==> src/rtl/nv_nvdla_sdp_hls_prelu_trunc.sv <==
// nv_nvdla_sdp_hls_prelu_trunc
// Two-stage PReLU result truncation: S1 applies a rounding arithmetic right shift,
// and S2 saturates the result to OUT_WIDTH bits with valid/ready flow control.
// Optional feature macro: NVDLA_SDP_PRELU_SAT_CNT_EN (compiles in the saturation counter).
module nv_nvdla_sdp_hls_prelu_trunc #(
   parameter int unsigned IN_WIDTH  = 64,
   parameter int unsigned OUT_WIDTH = 32
) (
   input  logic                 nvdla_core_clk,
   input  logic                 nvdla_core_rst,
   input  logic                 prelu_in_pvld,
   output logic                 prelu_in_prdy,
   input  logic [IN_WIDTH-1:0]  prelu_in_data,
   input  logic                 prelu_in_bypass,
   input  logic [5:0]           cfg_prelu_shift,
   input  logic                 cfg_sat_cnt_clr,
   output logic                 prelu_out_pvld,
   input  logic                 prelu_out_prdy,
   output logic [OUT_WIDTH-1:0] prelu_out_data,
   output logic [31:0]          prelu_sat_cnt
);

   localparam int unsigned S1_W  = IN_WIDTH + 1;
   localparam int unsigned CNT_W = 32;

   // Clamp thresholds in the S1 domain and the matching saturated output codes
   localparam logic signed [S1_W-1:0]    SAT_MAX = S1_W'({1'b0, {(OUT_WIDTH-1){1'b1}}});
   localparam logic signed [S1_W-1:0]    SAT_MIN = ~SAT_MAX;
   localparam logic [OUT_WIDTH-1:0]      OUT_MAX = {1'b0, {(OUT_WIDTH-1){1'b1}}};
   localparam logic [OUT_WIDTH-1:0]      OUT_MIN = {1'b1, {(OUT_WIDTH-1){1'b0}}};

   logic                    s1_vld_q,  s1_vld_d;
   logic signed [S1_W-1:0]  s1_data_q, s1_data_d;
   logic                    s2_vld_q,  s2_vld_d;
   logic [OUT_WIDTH-1:0]    s2_data_q, s2_data_d;
   logic                    s2_sat_q,  s2_sat_d;

   logic                    s2_accept_c;
   logic                    s1_accept_c;
   logic                    in_xfer_c;
   logic signed [S1_W-1:0]  s1_ext_c;
   logic signed [S1_W-1:0]  s1_rnd_c;
   logic signed [S1_W-1:0]  s1_sum_c;
   logic signed [S1_W-1:0]  s1_res_c;
   logic [OUT_WIDTH-1:0]    s2_res_c;
   logic                    s2_clamp_c;

   // Stage acceptance and input handshake; ready is forced low during reset
   assign s2_accept_c   = ~s2_vld_q | prelu_out_prdy;
   assign s1_accept_c   = ~s1_vld_q | s2_accept_c;
   assign prelu_in_prdy = s1_accept_c & ~nvdla_core_rst;
   assign in_xfer_c     = prelu_in_pvld & prelu_in_prdy;

   // S1 arithmetic: sign-extend one bit so the rounding add cannot overflow
   always_comb begin
      s1_ext_c = {prelu_in_data[IN_WIDTH-1], prelu_in_data};
      s1_rnd_c = S1_W'(1) << (cfg_prelu_shift - 6'd1);
      s1_sum_c = s1_ext_c + s1_rnd_c;
      if (prelu_in_bypass || (cfg_prelu_shift == 6'd0)) begin
         s1_res_c = s1_ext_c;
      end else begin
         s1_res_c = s1_sum_c >>> cfg_prelu_shift;
      end
   end

   // S2 arithmetic: clamp to the signed OUT_WIDTH range
   always_comb begin
      s2_clamp_c = 1'b0;
      s2_res_c   = s1_data_q[OUT_WIDTH-1:0];
      if (s1_data_q > SAT_MAX) begin
         s2_clamp_c = 1'b1;
         s2_res_c   = OUT_MAX;
      end else if (s1_data_q < SAT_MIN) begin
         s2_clamp_c = 1'b1;
         s2_res_c   = OUT_MIN;
      end
   end

   // Pipeline next-state: each stage loads when it can accept, otherwise holds
   always_comb begin
      s1_vld_d  = s1_vld_q;
      s1_data_d = s1_data_q;
      s2_vld_d  = s2_vld_q;
      s2_data_d = s2_data_q;
      s2_sat_d  = s2_sat_q;
      if (s1_accept_c) begin
         s1_vld_d = prelu_in_pvld;
         if (in_xfer_c) begin
            s1_data_d = s1_res_c;
         end
      end
      if (s2_accept_c) begin
         s2_vld_d = s1_vld_q;
         if (s1_vld_q) begin
            s2_data_d = s2_res_c;
            s2_sat_d  = s2_clamp_c;
         end
      end
   end

   // Valids and visible output data, synchronously reset
   always_ff @(posedge nvdla_core_clk) begin
      if (nvdla_core_rst) begin
         s1_vld_q  <= 1'b0;
         s2_vld_q  <= 1'b0;
         s2_data_q <= '0;
         s2_sat_q  <= 1'b0;
      end else begin
         s1_vld_q  <= s1_vld_d;
         s2_vld_q  <= s2_vld_d;
         s2_data_q <= s2_data_d;
         s2_sat_q  <= s2_sat_d;
      end
   end

   // S1 data register carries no reset; it is qualified by s1_vld_q
   always_ff @(posedge nvdla_core_clk) begin
      s1_data_q <= s1_data_d;
   end

   assign prelu_out_pvld = s2_vld_q;
   assign prelu_out_data = s2_data_q;

`ifdef NVDLA_SDP_PRELU_SAT_CNT_EN
   logic [CNT_W-1:0] sat_cnt_q, sat_cnt_d;
   logic             out_xfer_c;

   assign out_xfer_c = s2_vld_q & prelu_out_prdy;

   // Saturation counter: count clamped output transfers, stick at all-ones, clear wins
   always_comb begin
      sat_cnt_d = sat_cnt_q;
      if (out_xfer_c && s2_sat_q && (sat_cnt_q != {CNT_W{1'b1}})) begin
         sat_cnt_d = sat_cnt_q + CNT_W'(1);
      end
      if (cfg_sat_cnt_clr) begin
         sat_cnt_d = '0;
      end
   end

   // Counter register
   always_ff @(posedge nvdla_core_clk) begin
      if (nvdla_core_rst) begin
         sat_cnt_q <= '0;
      end else begin
         sat_cnt_q <= sat_cnt_d;
      end
   end

   assign prelu_sat_cnt = sat_cnt_q;
`else
   logic sat_cnt_unused;

   assign sat_cnt_unused = cfg_sat_cnt_clr ^ s2_sat_q;
   assign prelu_sat_cnt  = '0;
`endif

endmodule

==> config.mk <==
export PLATFORM = sky130hd
export DESIGN_NAME = nv_nvdla_sdp_hls_prelu_trunc
export DESIGN_NICKNAME = d
export VERILOG_FILES = /design/src/rtl/nv_nvdla_sdp_hls_prelu_trunc.sv
export SDC_FILE = /design/constraint.sdc
export NUM_CORES = 1
export LEC_CHECK = 0
export CAP_MARGIN = 30
export CELL_PAD_IN_SITES_DETAIL_PLACEMENT = 0
export CELL_PAD_IN_SITES_GLOBAL_PLACEMENT = 1
export CORE_ASPECT_RATIO = 0.7
export CORE_MARGIN = 5
export CORE_UTILIZATION = 35
export CTS_CLUSTER_DIAMETER = 80
export DETAILED_ROUTE_END_ITERATION = 7
export GPL_ROUTABILITY_DRIVEN = 1
export GPL_TIMING_DRIVEN = 0
export PLACE_DENSITY_LB_ADDON = 0.3
export SLEW_MARGIN = 20
export SYNTH_ARGS = -nofsm -noshare
export SYNTH_HDL_FRONTEND = slang
export SYNTH_SLANG_ARGS = --single-unit
==> constraint.sdc <==
create_clock -name nvdla_core_clk -period 14.6 [get_ports nvdla_core_clk]
set_input_delay 2.19 -clock nvdla_core_clk [delete_from_list [all_inputs] [get_ports nvdla_core_clk]]
set_output_delay 2.19 -clock nvdla_core_clk [all_outputs]
set_load 0.05 [all_outputs]
==> flow_summary.json <==
{
  "status": "completed",
  "drv_slew": 0,
  "finalSetupViolCount": 0,
  "routed_wl_um": 107000,
  "fmax_ghz": 0.0750,
  "antenna_found_initial": 7,
  "mostFrequentLayoutCells": "nand2_1, nor2_1, a21oi_1",
  "yosys.area_share.simple_pct": 24.9,
  "insertion_delay_ns": 0.36,
  "holdWs_ns": 0.455,
  "synth_top_family_by_area": "compound AO/OA/AOI/OAI gates",
  "num_vias": 20993,
  "timing.rr.start": "s1_data_q[32]$_DFFE_PP_",
  "postCtsHoldBufs": 0,
  "tritoncts": "built",
  "cts_setup_buffers": 0,
  "multi_input_area_um2": 12700,
  "synthXorXnorAreaFrac_pct": 2.64,
  "dpl.hpwl_um": 90600,
  "drc_errors": 0,
  "rsz0062_at_grt": "false",
  "die-area_um2": 51000,
  "endpoint_kind": "register",
  "yosys_warnings": 0,
  "syn-instance-count": 2193,
  "dp.cells": 2949,
  "r2r_cells": 7,
  "fin_crit_sh_pct": 91.4,
  "cts.htree.levels": 3,
  "p_total_mw": 1.19,
  "setup_tns_ns": 0,
  "fin_skew_ns": 0.00851,
  "crit_start": "cfg_prelu_shift[1]",
  "grtUsageTotal_pct": 40.0,
  "ys_types": 111,
  "initial_core_util_pct": 35.2,
  "cp_data_arrival_time_ns": 13.47,
  "synthArstFlopShare_pct": 0,
  "required_ns": 14.73,
  "grt_pass1_vias": 18887,
  "maxCapViolCount": 0,
  "crit_end": "s1_data_q[4]$_DFFE_PP_",
  "fin_util_pct": 40.4,
  "hold_class": "reg -> reg",
  "synth_edf_count": 65,
  "die_x_um": 268,
  "hold_viol": 0,
  "leakagePower_nw": 6.63,
  "tightest_slew_ns": 1.17,
  "critPathLaunchType": "input pin",
  "cp_max_fo": 10,
  "grt_overflow": 0,
  "num_rows": 66,
  "ios": 142,
  "gp_congestion": 1.10,
  "finalNonFillerCells": 2972,
  "critical_path_class": "in -> reg",
  "die_y_um": 190,
  "area_delta_synth_final_pct": 14.7,
  "drive_above_1_share_pct": 11.6,
  "r2r_end": "prelu_out_data[4]$_SDFFE_PP0P_",
  "clk_pin_slew_ns": 0.07,
  "core_area_um2": 46200,
  "dr.pass1.iters": 6,
  "nNetsFinal": 2497,
  "detail_route.wl_per_cell_um": 35.8,
  "synth-compound-area-share_pct": 34.2,
  "fill_cells": 4998,
  "grt_max_degree": 35,
  "drt_iter0_drc": 3435,
  "routed_via_density": 7.06,
  "period_minus_slack_ns": 13.34,
  "portBuffers": 103,
  "syn_avg_cell_area_um2": 7.43,
  "grt_pass1_wl_um": 146000,
  "synthMuxAreaShare_pct": 10.4,
  "ant_nets": 0,
  "synth_fa_ha_area_share_pct": 5.19,
  "ys_seq_area_share_pct": 16.2,
  "max-slew-margin-rel_pct": 20.6,
  "cts.sinks": 99,
  "mostFrequentLayoutCell": "nand2_1",
  "syn_area_um2": 16300,
  "power.density_nw_per_um2": 64.0,
  "worst-r2r-setup-slack_ns": 12.12,
  "cts_buffers": 9,
  "cts.path.max_buffers": 2,
  "ys_ff_latch": 99,
  "cts_root_buf": "clkbuf_16",
  "peakVddDrop_uv": 52.6,
  "cts_resized": 0,
  "synth-main-ff-cell": "edfxtp_1",
  "seqCellArea_um2": 2630
}
-- worst min path at each step --
stage	slack, ns	end	cells past startpoint	from
finish	0.46	prelu_out_data[2]$_SDFFE_PP0P_	2	prelu_out_data[2]$_SDFFE_PP0P_
global route	0.47	prelu_out_data[21]$_SDFFE_PP0P_	2	prelu_out_data[21]$_SDFFE_PP0P_
detailed placement	0.45	prelu_out_data[18]$_SDFFE_PP0P_	2	prelu_out_data[18]$_SDFFE_PP0P_
global placement	0.44	prelu_out_data[2]$_SDFFE_PP0P_	2	prelu_out_data[2]$_SDFFE_PP0P_
CTS	0.45	prelu_out_data[20]$_SDFFE_PP0P_	2	prelu_out_data[20]$_SDFFE_PP0P_
floorplan	0.49	prelu_out_pvld$_SDFFE_PP0P_	2	s1_vld_q$_SDFFE_PP0N_
-- worst max-delay path, stage by stage --
cell	delay, ns
clkdlybuf4s50_1	0.73
clkbuf_1	0.61
clkbuf_1	0.62
buf_1	0.61
clkbuf_1	0.76
clkbuf_1	0.75
or3_1	0.20
clkbuf_1	0.67
nor2_1	0.12
ha_1	0.31
clkbuf_1	0.52
nand4_1	0.27
nor3_1	0.81
nand3_1	0.45
a211oi_1	0.81
or4_1	0.25
nand2_1	0.06
mux2i_1	0.42
o221ai_1	0.18
a22oi_1	0.83
o221ai_1	0.69
a211oi_1	0.56
-- metal layers --
layer | routed length, um | vias to the layer above | track usage [%]
met5 | 7 | - | 0
met4 | 3500 | 2 | 10.7
met3 | 18600 | 167 | 19.4
met2 | 38000 | 1752 | 49.8
met1 | 46400 | 10278 | 59.9
li1 | - | 8794 | -
-- cell usage after synthesis, types with 12 or more instances --
cell	n	area, um2
xor2_1	19	166
mux2_2	22	248
o21ai_0	133	666
o211ai_1	37	278
mux4_2	46	1040
edfxtp_1	65	1950
and2_1	26	163
o21a_1	30	225
clkbuf_1	99	372
or2_2	12	75.1
a221oi_1	17	149
inv_1	25	93.8
mux2i_1	40	400
buf_1	18	67.6
nor2_1	236	886
ha_1	66	826
xnor2_1	30	263
a22oi_1	16	120
nand3_1	53	265
and3_1	18	113
o31ai_1	19	143
nand2_1	258	968
o211a_1	13	130
a21o_1	18	135
buf_4	34	255
nand2b_1	12	75.1
nand4_1	66	413
a21oi_2	14	123
nor3_1	67	335
buf_2	41	205
a21oi_1	186	931
dfxtp_1	34	681
o22ai_1	23	144
o21ai_1	33	165
a211oi_1	53	398
a31oi_1	27	169
nor4_1	33	206
or3_1	12	75.1
-- layout make-up --
class / count / area share [%]
Buffer: 196 / 5.06
Clock inverter: 6 / 0.476
Sequential cell: 99 / 14.1
Multi-Input combinational cell: 1902 / 68.2
Inverter: 27 / 0.542
Antenna cell: 1 / 0.0134
Clock buffer: 10 / 1.23
Tap cell: 612 / 4.10
Timing Repair Buffer: 119 / 6.30
-- power by group --
part | internal, mW | total, mW | switching (mW) | leakage, nW
clock network | 0.151 | 0.259 | 0.108 | 0.151
logic | 0.180 | 0.612 | 0.432 | 5.59
registers | 0.318 | 0.325 | 0.00653 | 0.892
-- through the flow --
step | setup WS (ns) | cell area [um2]
2_1_floorplan | 6.74 | 16400
3_3_place_gp | 1.94 | 18200
3_5_place_dp | 1.97 | 18300
4_1_cts | 2.32 | 18600
5_1_grt | 1.61 | 18700
6_report | 1.26 | 18700
-- registers in the layout, summed over array words and instances, names as in the netlist --
| register | cells |
|---|---|
| prelu_out_data | 32 |
| prelu_out_pvld | 1 |
| s1_data_q | 65 |
| s1_vld_q | 1 |
-- logic make-up after synthesis --
kind of cell / count (synthesis)
compound gates: 795
xor+xnor: 49
fa+ha+maj: 67
mux: 109
flops: 99
other cells: 1
simple gates: 850
buf+inv: 223
No activity file was read; power rests on OpenSTA's default activity.
